==> src/rtl/parallel_out_bank.sv <==
// +----------------------------------------------------------------------------+
// | parallel_out_bank: memory-mapped bank of N_CH registered output channels    |
// | with valid/ack handshake, sticky overrun flags and a W1C control address.    |
// | Optional readback mux: define PAR_OUT_READBACK_EN.                           |
// | Revision: 1.0                                                                |
// +----------------------------------------------------------------------------+
`default_nettype none

module parallel_out_bank #(
  parameter int                DATA_W = 8,
  parameter int                ADDR_W = 8,
  parameter int                N_CH   = 4,
  parameter logic [ADDR_W-1:0] BASE   = 8'hFB
) (
  input  logic                     clk,
  input  logic                     rst_n,
  input  logic [ADDR_W-1:0]        Address,
  input  logic [DATA_W-1:0]        RegData,
  input  logic                     we,
  output logic                     wren,
  output logic [N_CH*DATA_W-1:0]   DataOut,
  output logic [N_CH-1:0]          out_valid,
  input  logic [N_CH-1:0]          out_ack,
  output logic [N_CH-1:0]          overrun,
  output logic [DATA_W-1:0]        rd_data
);

  localparam int                c_idx_w = (N_CH > 1) ? $clog2(N_CH) : 1;
  localparam logic [ADDR_W-1:0] c_last  = BASE + ADDR_W'(N_CH - 1);
  localparam logic [ADDR_W-1:0] c_ctrl  = BASE + ADDR_W'(N_CH);

  logic               w_hit_ch;
  logic               w_hit_ctrl;
  logic               w_win_wr;
  logic [c_idx_w-1:0] w_idx;
  logic [N_CH-1:0]    w_ch_sel;
  logic [N_CH-1:0]    w_ovr_set;
  logic [N_CH-1:0]    w_ovr_clr;
  logic [N_CH-1:0]    w_valid_nxt;

  logic                   r_stg_v;
  logic                   r_stg_ctrl;
  logic [c_idx_w-1:0]     r_stg_idx;
  logic [DATA_W-1:0]      r_stg_data;
  logic [N_CH*DATA_W-1:0] r_data;
  logic [N_CH-1:0]        r_valid;
  logic [N_CH-1:0]        r_ovr;

  assign w_hit_ch   = (Address >= BASE) && (Address <= c_last);
  assign w_hit_ctrl = (Address == c_ctrl);
  assign w_win_wr   = we & (w_hit_ch | w_hit_ctrl);
  assign w_idx      = c_idx_w'(Address - BASE);
  assign wren       = we & ~(w_hit_ch | w_hit_ctrl);

  genvar gi;
  generate
    for (gi = 0; gi < N_CH; gi++) begin : g_ch
      assign w_ch_sel[gi]  = r_stg_v & ~r_stg_ctrl & (r_stg_idx == c_idx_w'(gi));
      // Overwriting unconsumed data is an overrun unless the same edge acks it.
      assign w_ovr_set[gi] = w_ch_sel[gi] & r_valid[gi] & ~out_ack[gi];
    end
  endgenerate

  assign w_ovr_clr   = (r_stg_v & r_stg_ctrl) ? r_stg_data[N_CH-1:0] : '0;
  assign w_valid_nxt = (r_valid & ~out_ack) | w_ch_sel;

  always_ff @(posedge clk or negedge rst_n) begin
    if (!rst_n) begin
      r_stg_v    <= 1'b0;
      r_stg_ctrl <= 1'b0;
      r_stg_idx  <= '0;
      r_stg_data <= '0;
      r_data     <= '0;
      r_valid    <= '0;
      r_ovr      <= '0;
    end else begin
      r_stg_v    <= w_win_wr;
      r_stg_ctrl <= w_win_wr & w_hit_ctrl;
      r_stg_idx  <= w_win_wr ? w_idx : '0;
      r_stg_data <= w_win_wr ? RegData : '0;
      for (int i = 0; i < N_CH; i++) begin
        if (w_ch_sel[i]) r_data[i*DATA_W +: DATA_W] <= r_stg_data;
      end
      r_valid    <= w_valid_nxt;
      // Set has priority over a simultaneous W1C clear.
      r_ovr      <= (r_ovr & ~w_ovr_clr) | w_ovr_set;
    end
  end

  assign DataOut   = r_data;
  assign out_valid = r_valid;
  assign overrun   = r_ovr;

`ifdef PAR_OUT_READBACK_EN
  logic [DATA_W-1:0] w_status;
  logic [DATA_W-1:0] w_rd;

  generate
    if (2 * N_CH <= DATA_W) begin : g_rb_wide
      assign w_status = DATA_W'({r_valid, r_ovr});
    end else begin : g_rb_narrow
      assign w_status = DATA_W'(r_ovr);
    end
  endgenerate

  always_comb begin
    w_rd = '0;
    if (w_hit_ch)        w_rd = r_data[w_idx*DATA_W +: DATA_W];
    else if (w_hit_ctrl) w_rd = w_status;
  end

  assign rd_data = w_rd;
`else
  assign rd_data = '0;
`endif

endmodule

`default_nettype wire
==> config.mk <==
export PLATFORM = sky130hd
export DESIGN_NAME = parallel_out_bank
export DESIGN_NICKNAME = d
export VERILOG_FILES = /design/src/rtl/parallel_out_bank.sv
export SDC_FILE = /design/constraint.sdc
export NUM_CORES = 1
export LEC_CHECK = 0
export ABC_AREA = 1
export BUFFER_PORTS_ARGS = -buffer_cell sky130_fd_sc_hd__buf_4
export CAP_MARGIN = 30
export CORE_ASPECT_RATIO = 2
export CORE_MARGIN = 10
export CORE_UTILIZATION = 50
export CTS_CLUSTER_SIZE = 30
export DETAILED_ROUTE_END_ITERATION = 8
export PLACE_DENSITY_LB_ADDON = 0.08
export SLEW_MARGIN = 20
export SYNTH_ARGS = -nofsm -noshare
export SYNTH_HDL_FRONTEND = slang
export SYNTH_SLANG_ARGS = --single-unit
==> constraint.sdc <==
create_clock -name clk -period 1.5 [get_ports clk]
set_input_delay 0.225 -clock clk [delete_from_list [all_inputs] [get_ports clk]]
set_output_delay 0.225 -clock clk [all_outputs]
set_load 0.01 [all_outputs]
[Yosys cells after proc, flatten, opt, wreduce, memory -nomap -nowiden]
Index checks and enable logic that the tools add are counted.
Operators by class
  $add $sub $neg: 1
  $mul: 0
  divide/modulo/power cells: 0
  $lt $le $gt $ge: 2
  equality and inequality tests: 4
  shift operators: 0
  multiplexer cells: 3
  bitwise gates (word level): 30
  reductions and logical operators: 2
Operators with widths (count)
  1-bit bitwise AND: 17
  4-bit bitwise AND: 2
  8-bit equality test, second input constant: 1
  8-bit greater-or-equal comparator, second input constant: 1
  8-bit <= comparator, second input constant: 1
  8-bit two-way mux: 1
  4-bit inverter: 2
  4-bit OR: 2
  1-bit inverter: 6
  2-bit equality test, second input constant: 2
  4-bit two-way mux: 1
  2-bit by 1-bit equality test with 1-bit output, second input constant: 1
  2-bit logical NOT: 1
  2-bit two-way mux: 1
  2-bit subtractor, second input constant: 1
  1-bit logical AND: 1
  1-bit OR: 1
Word-level totals
  bits in registers: 52
  bits in latches: 0
  memory bits (writable): 0
  bits in read-only memories: 0
  input port bits: 23
  output and inout bits: 49
  logic and storage cells: 52
  memories: 0

[Logic depth before layout (Yosys ltp)]
Gate-level depths: netlist of run 1.
  depth after elaboration: 6
  mapped depth: 9

[Least setup slack after synthesis of run 1]
No wires, ideal clock.
  path type: register to register
  from: register r_stg_ctrl
  to: register r_data[20] (netlist: DataOut[20])
  setup time: 0.074 ns
  data arrival time: 0.990 ns
  path slack: 0.436 ns
  cell stages (with the launch flop): 5
  period minus slack after synthesis: 1.064 ns
  cell sequence: dfrtp_1 > nor2_8 > nand3_4 > buf_6 > o21ai_2
On the way
  cells in the longest elaborated chain, start to end: 3
Ends and longest elaborated chain
  from (decl): line 42  | logic r_stg_ctrl;
  from (signal assigned): line 78  | r_stg_ctrl <= w_win_wr & w_hit_ctrl;
  1-bit inverter: line 58  | assign w_ch_sel[gi] = r_stg_v & ~r_stg_ctrl & (r_stg_idx == c_idx_w'(gi));
  1-bit bitwise AND (2 in series): line 58
  to (signal, indexed assignment): line 82  | if (w_ch_sel[i]) r_data[i*DATA_W +: DATA_W] <= r_stg_data;
  to (decl): line 45  | logic [N_CH*DATA_W-1:0] r_data;
No other way between the ends.
A chain may end at the register's enable or synchronous reset.

[Final worst setup path of run 1]
  from: register r_stg_ctrl
  to: register r_data[23] (netlist: DataOut[23])
The elaborated chain is that of the path after synthesis.

==> results of run 1 <==
-- cell usage in the layout (no fill, tap or decap) --
cell and n:
dlygate4sd3_1 1, nand3_4 2, inv_6 1, clkbuf_8 5, o21ai_1 4, nand2_4 2, nand2_1 50, a21oi_1 1
nor3_1 1, ha_1 2, inv_1 26, o21ai_0 4, nor2_2 1, buf_4 63, inv_2 2, clkinvlp_4 1
conb_1 8, o21ai_2 32, dfrtp_1 52, bufinv_16 1, nor2_8 1, nor2_1 13
-- worst max-delay path: cells and delay by family, from the launching register on --
family	cells	cell delay, ns
and+or+nand+nor	3	0.62
DFF	1	0.44
AOI/OAI and AO/OA	1	0.06
-- metal layers --
layer,wire length (microns),up-vias
li1,-,755
met1,1660,694
met3,339,5
met5,0,-
met2,2590,43
met4,50,0
-- final cells by class --
cell class                 instances  area [sq um]  share of cell area, %
tap                               54          67.6                   2.43
inverter                          28           105                   3.78
sequential                        52          1300                   46.8
multi-input combinational        121           706                   25.4
clock inverter                     3          46.3                   1.67
timing repair buffer              64           483                   17.4
clock buffer                       5          68.8                   2.48
-- where the power goes --
| part | switching [mW] | total, mW | internal, mW |
|---|---|---|---|
| clock | 0.457 | 0.960 | 0.503 |
| sequential | 0.00130 | 1.40 | 1.40 |
| combinational | 0.0644 | 0.114 | 0.0498 |
-- worst paths after layout --
kind | endpoint
setup / recovery | DataOut[23]
hold reg to reg | DataOut[14]
setup reg to reg | DataOut[23]
min in group asynchronous | DataOut[13]
max in group asynchronous | out_valid[0]
hold / removal | r_stg_idx[0]
-- state kept, by name, indices dropped and copies added (netlist names) --
signal      flops
DataOut        32
r_stg_data      8
out_valid       4
overrun         4
r_stg_idx       2
r_stg_ctrl      1
r_stg_v         1
-- synthesized netlist by cell type --
| library cell | number |
|---|---|
| buf_6 | 4 |
| buf_2 | 1 |
| nor2_1 | 13 |
| nor2_2 | 1 |
| nor3_1 | 1 |
| nand2_4 | 2 |
| ha_1 | 2 |
| o21ai_2 | 32 |
| inv_1 | 26 |
| a21oi_1 | 1 |
| nand3_4 | 2 |
| conb_1 | 1 |
| nor2_8 | 1 |
| buf_4 | 8 |
| dfrtp_1 | 52 |
| nand2_1 | 50 |
| o21ai_0 | 4 |
| inv_2 | 2 |
| o21ai_1 | 4 |
-- kinds of logic after synthesis --
logic type               synth area share [%]
adder cells (fa/ha/maj)                  1.14
flip-flops                               59.3
other                                   0.171
AO/OA/AOI/OAI                            14.8
AND/OR/NAND/NOR                          14.8
buffers and inverters                    9.80
-- per-stage QoR --
step | instances | hold WS, ns | utilization, % | power, mW | setup slack (ns)
2_1_floorplan | 214 | -0.0706 | - | 1.48 | 0.436
3_3_place_gp | 318 | 0.292 | 61.7 | 1.54 | 0.268
3_5_place_dp | 318 | 0.283 | 61.7 | 1.55 | 0.253
4_1_cts | 327 | 0.0770 | 64.6 | 2.50 | 0.255
5_1_grt | 327 | 0.0798 | 64.6 | 2.57 | 0.163
6_report | 327 | 0.0876 | 64.6 | 2.48 | 0.273
-- repair_timing --
item | CTS | global route
hold buffers | 1 | 0
endpoints found under the hold margin | 52 | 0
resized for setup | 0 | 0
endpoints found under the setup margin | 0 | 0
==> key figures, run 1 <==
Worst setup path
  – CP peak stage delay: roughly 0.44 ns
  – Crit path kind: flip-flop to flip-flop
  – Crit path capture type: flip-flop
  – Slowest CP cell: dfrtp_1
  – R2R cell count: 4
  – CP Cell Sequence: nor2_8 -> nand3_4 -> nand2_1 -> o21ai_2
  – Reg2Reg Setup Slack: 0.27 ns
  – Worst endpoint required time: around 1.7 ns
  – Worst Path Arrival: 1.42 ns
  – CP Max Fanout: 18
  – Worst R2R Start: r_stg_ctrl
  – CP startpoint: r_stg_ctrl
  – Setup crit start kind: flip-flop

Global route
  – Global Route met3 Usage: 4.42%
  – Vias in the first global route: 1565
  – Met2 capacity usage during global routing: 23.0%
  – GRT Util Overall: 13.0%
  – Initial antenna violation count: 0
  – Top Usage Layer GRT: met2
  – Wire length of the first global-routing pass: 7.80 mm
  – Met1 GRT Util: between 10% and 20%
  – Grt total ovfl: 0
  – Largest net degree at the start of global routing: 53

Timing
  – Final period util: 81.8%
  – Fin. Hold Viols: 0
  – Rel. slew slack: 58.5%
  – TNS Setup: 0 ns
  – FMAX: 0.815 GHz
  – Post-layout minimum cycle time: 1.23 ns
  – Endpoints failing setup: 0
  – Actual slew at the worst max-slew pin: 0.623 ns
  – RSZ-0062 raised after global routing: false
  – Pins Over Slew Limit: 0
  – Skew final: 0.0108 ns

Yosys
  – Sequential-to-total area share from yosys stat: 59.3%
  – Yosys top cell by area: dfrtp_1
  – Ys Warns: 0
  – Cells after Synth: slightly above 200
  – Post-synth cell types: 19
  – Post-Syn Area: 0.00220 sq mm
  – Synth area leaders: dfrtp_1 (59%), o21ai_2 (13%), nand2_1 (8.5%), inv_1 (4.4%), buf_4 (2.7%)
  – Average size of a mapped cell: roughly 11 sq um
  – Seq cells post-synth: 52
  – Top cell type's share of synthesized area: 59.3%

Clock tree
  – CTS root buffer: clkbuf_8
  – CTS Sinks: 52
  – CTS tree: done
  – CTS Buf Count: 5
  – Post-CTS Setup Bufs: 0
  – Worst-path clk slew: 0.10 ns
  – Maximum root-to-sink buffer count: 2
  – H-tree depth: 2
  – Clk_lat worst skew: 0.30 ns

Cells and area
  – Layout cells sized above 1: between 40% and 50%
  – N_diodes: 0
  – Fillcell total: 364
  – Nets@finish: 297
  – Finished Cell Area: 0.00278 sq mm
  – Area grow syn2layout: 26.5%

Worst hold path
  – Cells on Worst Hold Path: 2
  – Hold Crit Start: Address[0]
  – Worst hold path type: input pin to flip-flop

Floorplanning
  – Initial core utilization: 51.1%
  – # IOs: 72
  – Chip Width: 66.9 microns
  – Die area: about 0.0076 sq mm
  – Core area: 0.00430 sq mm
  – Die Height: 114 microns
  – Std cell rows: 34

Routing
  – Remaining DRCs: 0
  – Drt wl/cell: approximately 14 microns
  – Vias per cell: 4.58
  – Final WL: 4.64 mm
  – Antenna-violating nets left: 0
  – Drt first pass iters: 4
  – Via Count: 1497
  – 1st-iter DRT viols: 59

Pwr
  – Max IR drop VDD: 0.800 mV
  – Power Density: around 900 mW/mm^2
  – Leak Pwr: about 1.4 nW

Job
  – Max cap viols: 0

Status
  – Status: finished clean

Place
  – Placer Congestion: 0.698
  – Dpl hpwl: 3.72 mm
  – DP Area: 0.00265 sq mm
  – PortBufs: 63
No activity file was read; power rests on OpenSTA's default activity.
==> run 2: changes to the inputs <==
CORE_UTILIZATION = 45   (was 50)
clock period = 1 ns   (was 1.5 ns; I/O delays follow)
==> key figures, run 2 (synthesized netlist as in run 1, its figures left out) <==
Worst setup path
  – Worst Path Arrival: about 1.3 ns
  – Setup crit start kind: flip-flop
  – CP peak stage delay: 0.45 ns
  – R2r endpoint: DataOut[18]
  – R2R cell count: 5
  – Worst R2R Start: r_stg_ctrl
  – Crit path capture type: flip-flop
  – Stages on worst setup path: 5
  – CP Max Fanout: 18
  – CP delay by family, top: flip-flops
  – Crit path kind: flip-flop to flip-flop
  – CP Cell Sequence: nor2_8 -> nand3_4 -> buf_12 -> nand2_1 -> o21ai_2
  – CP startpoint: r_stg_ctrl
  – Reg2Reg Setup Slack: -0.15 ns
  – Worst endpoint required time: approximately 1.2 ns
  – CP endpoint: DataOut[18]
  – Slowest CP cell: dfrtp_2
  – WP buf/inv: 1

Timing
  – Final period util: 115%
  – RSZ-0062 raised after global routing: true
  – Endpoints failing setup: 40
  – Skew final: 0.00538 ns
  – Post-layout minimum cycle time: 1.15 ns
  – Final setup margin: -0.153 ns
  – Fin. Hold Viols: 0
  – FMAX: 0.868 GHz
  – Hold slack: 0.0561 ns
  – Pins Over Slew Limit: 0
  – TNS Setup: -5.00 ns

Cells and area
  – Area grow syn2layout: 52.9%
  – Fillcell total: 374
  – N_diodes: 0
  – Nets@finish: 339
  – Most common cell after layout, fill and taps aside: buf_4
  – Most frequent cells in the layout: buf_4 (58), dfrtp_1 (50), nand2_1 (43), buf_6 (35), o21ai_2 (33)
  – Non-filler cells, final: 370
  – Layout Utilization: 71.6%
  – Max FFs per register: 32
  – Layout cells sized above 1: 52.4%

Floorplanning
  – Initial core utilization: 46.9%
  – Die area: 0.00824 sq mm
  – # IOs: 72
  – Std cell rows: 35
  – Core area: between 0.004 and 0.005 sq mm
  – Die Height: between 100 and 150 microns
  – Chip Width: 69.4 microns

Global route
  – Grt total ovfl: 0
  – Wire length of the first global-routing pass: between 9 and 10 mm
  – Vias in the first global route: 1868
  – GRT Util Overall: 13.1%
  – Initial antenna violation count: 0
  – Largest net degree at the start of global routing: 27

Status
  – Status: finished, violations left
  – Failing checks: setup timing

Routing
  – Met2 Wirelength: about 3.2 mm
  – Highest metal used: met4
  – Drt wl/cell: 14.8 microns
  – Via Count: 1734
  – Final WL: between 5 and 6 mm
  – Antenna-violating nets left: 0
  – Remaining DRCs: 0
  – Drt first pass iters: 4
  – 1st-iter DRT viols: 72
  – Routed metal-1 wirelength: ~1.9 mm
  – Vias per cell: 4.69
  – WL met3: 300 microns

Pwr
  – Combinational share of power: 6.2%
  – Reg power frac: 59.8%
  – Leak Pwr: 1.68 nW
  – Pwr Total: 3.52 mW
  – Max IR drop VDD: 1.00 mV
  – Clock power share: 33.9%
  – Switching Fraction: 21.1%
  – Pint: 2.78 mW
  – Power Density: ~1000 mW/mm^2
  – Psw: 0.743 mW

Place
  – Placer Congestion: 0.754
  – # placed instances: 326
  – Dpl hpwl: roughly 3.6 mm
  – PortBufs: 63

Clock tree
  – Maximum root-to-sink buffer count: 2
  – H-tree depth: 2
  – Worst-path clk slew: roughly 0.09 ns
  – CTS root buffer: clkbuf_8
  – CTS Buf Count: 5
  – CTS tree: done
  – CTS Sinks: 52
  – Clk_lat worst skew: 0.30 ns

Job
  – Max cap viols: 0

Worst hold path
  – Worst hold path type: input pin to flip-flop
[run 2: changes by cell type in the layout (fill, tap and decap cells not counted), sizes merged]
| cell | previous run | this run |
|---|---|---|
| buf | 63 | 98 |
| bufinv | 1 | 0 |
| clkbuf | 5 | 8 |
| clkinvlp | 1 | 0 |
| dlygate4sd3 | 1 | 2 |
| inv | 29 | 28 |
| nand2 | 52 | 55 |
| nand3 | 2 | 5 |
[run 2: layout make-up]
type | instances | area, sq um | share of cell area, %
inverters | 28 | 108 | 3.21
well taps | 55 | 68.8 | 2.05
clock buffers | 8 | 90.1 | 2.68
multi-input cells | 127 | 847 | 25.2
flip-flops and latches | 52 | 1300 | 38.8
repair buffers | 100 | 940 | 28.0
[run 2: how the worst min path moves through the flow]
| stage | slack (ns) | depth (start not counted) | from | to |
|---|---|---|---|---|
| global route | 0.06 | 3 | RegData[2] | r_stg_data[2] |
| detailed placement | 0.03 | 1 | rst_n | out_valid[1] |
| finish | 0.06 | 3 | RegData[2] | r_stg_data[2] |
| CTS | 0.002 | 2 | Address[0] | r_stg_idx[0] |
| floorplan | -0.15 | 0 | rst_n | DataOut[0] |
| global placement | 0.02 | 1 | rst_n | out_valid[1] |
[run 2: per-layer routing]
metal	vias up	global-route usage, %
met4	0	3.80
met1	826	13.2
met2	47	24.9
li1	856	-
met3	5	3.69
met5	-	0
[run 2: timing repair]
| item | 4_1_cts | 5_1_grt |
|---|---|---|
| setup endpoints to repair | 47 | 78 |
| hold buffers | 1 | 1 |
| gates cloned | 6 | 0 |
| resized for setup | 26 | 33 |
| hold endpoints to repair | 52 | 1 |
| pin swaps | 6 | 4 |
| buffers inserted | 12 | 16 |
[run 2: per-stage QoR]
step	setup slack (ns)	area, sq um
2_1_floorplan	-0.0376	2230
3_3_place_gp	-0.156	2740
3_5_place_dp	-0.175	2740
4_1_cts	-0.109	3110
5_1_grt	-0.211	3360
6_report	-0.153	3360
[run 2: power groups by stage]
| stage | Sequential [mW] | Clock (mW) | Combinational, mW |
|---|---|---|---|
| 5_1_grt | 2.11 | 1.32 | 0.248 |
| 4_1_cts | 2.11 | 1.23 | 0.214 |
| 3_3_place_gp | 2.15 | 0 | 0.183 |
| 6_report | 2.11 | 1.19 | 0.220 |
| 2_1_floorplan | 2.15 | 0 | 0.0738 |
| 3_5_place_dp | 2.15 | 0 | 0.186 |
[run 2: worst min-delay path, cell delays in order]
cell and delay, ns:
buf_4 0.10, inv_1 0.04, nor2_1 0.03
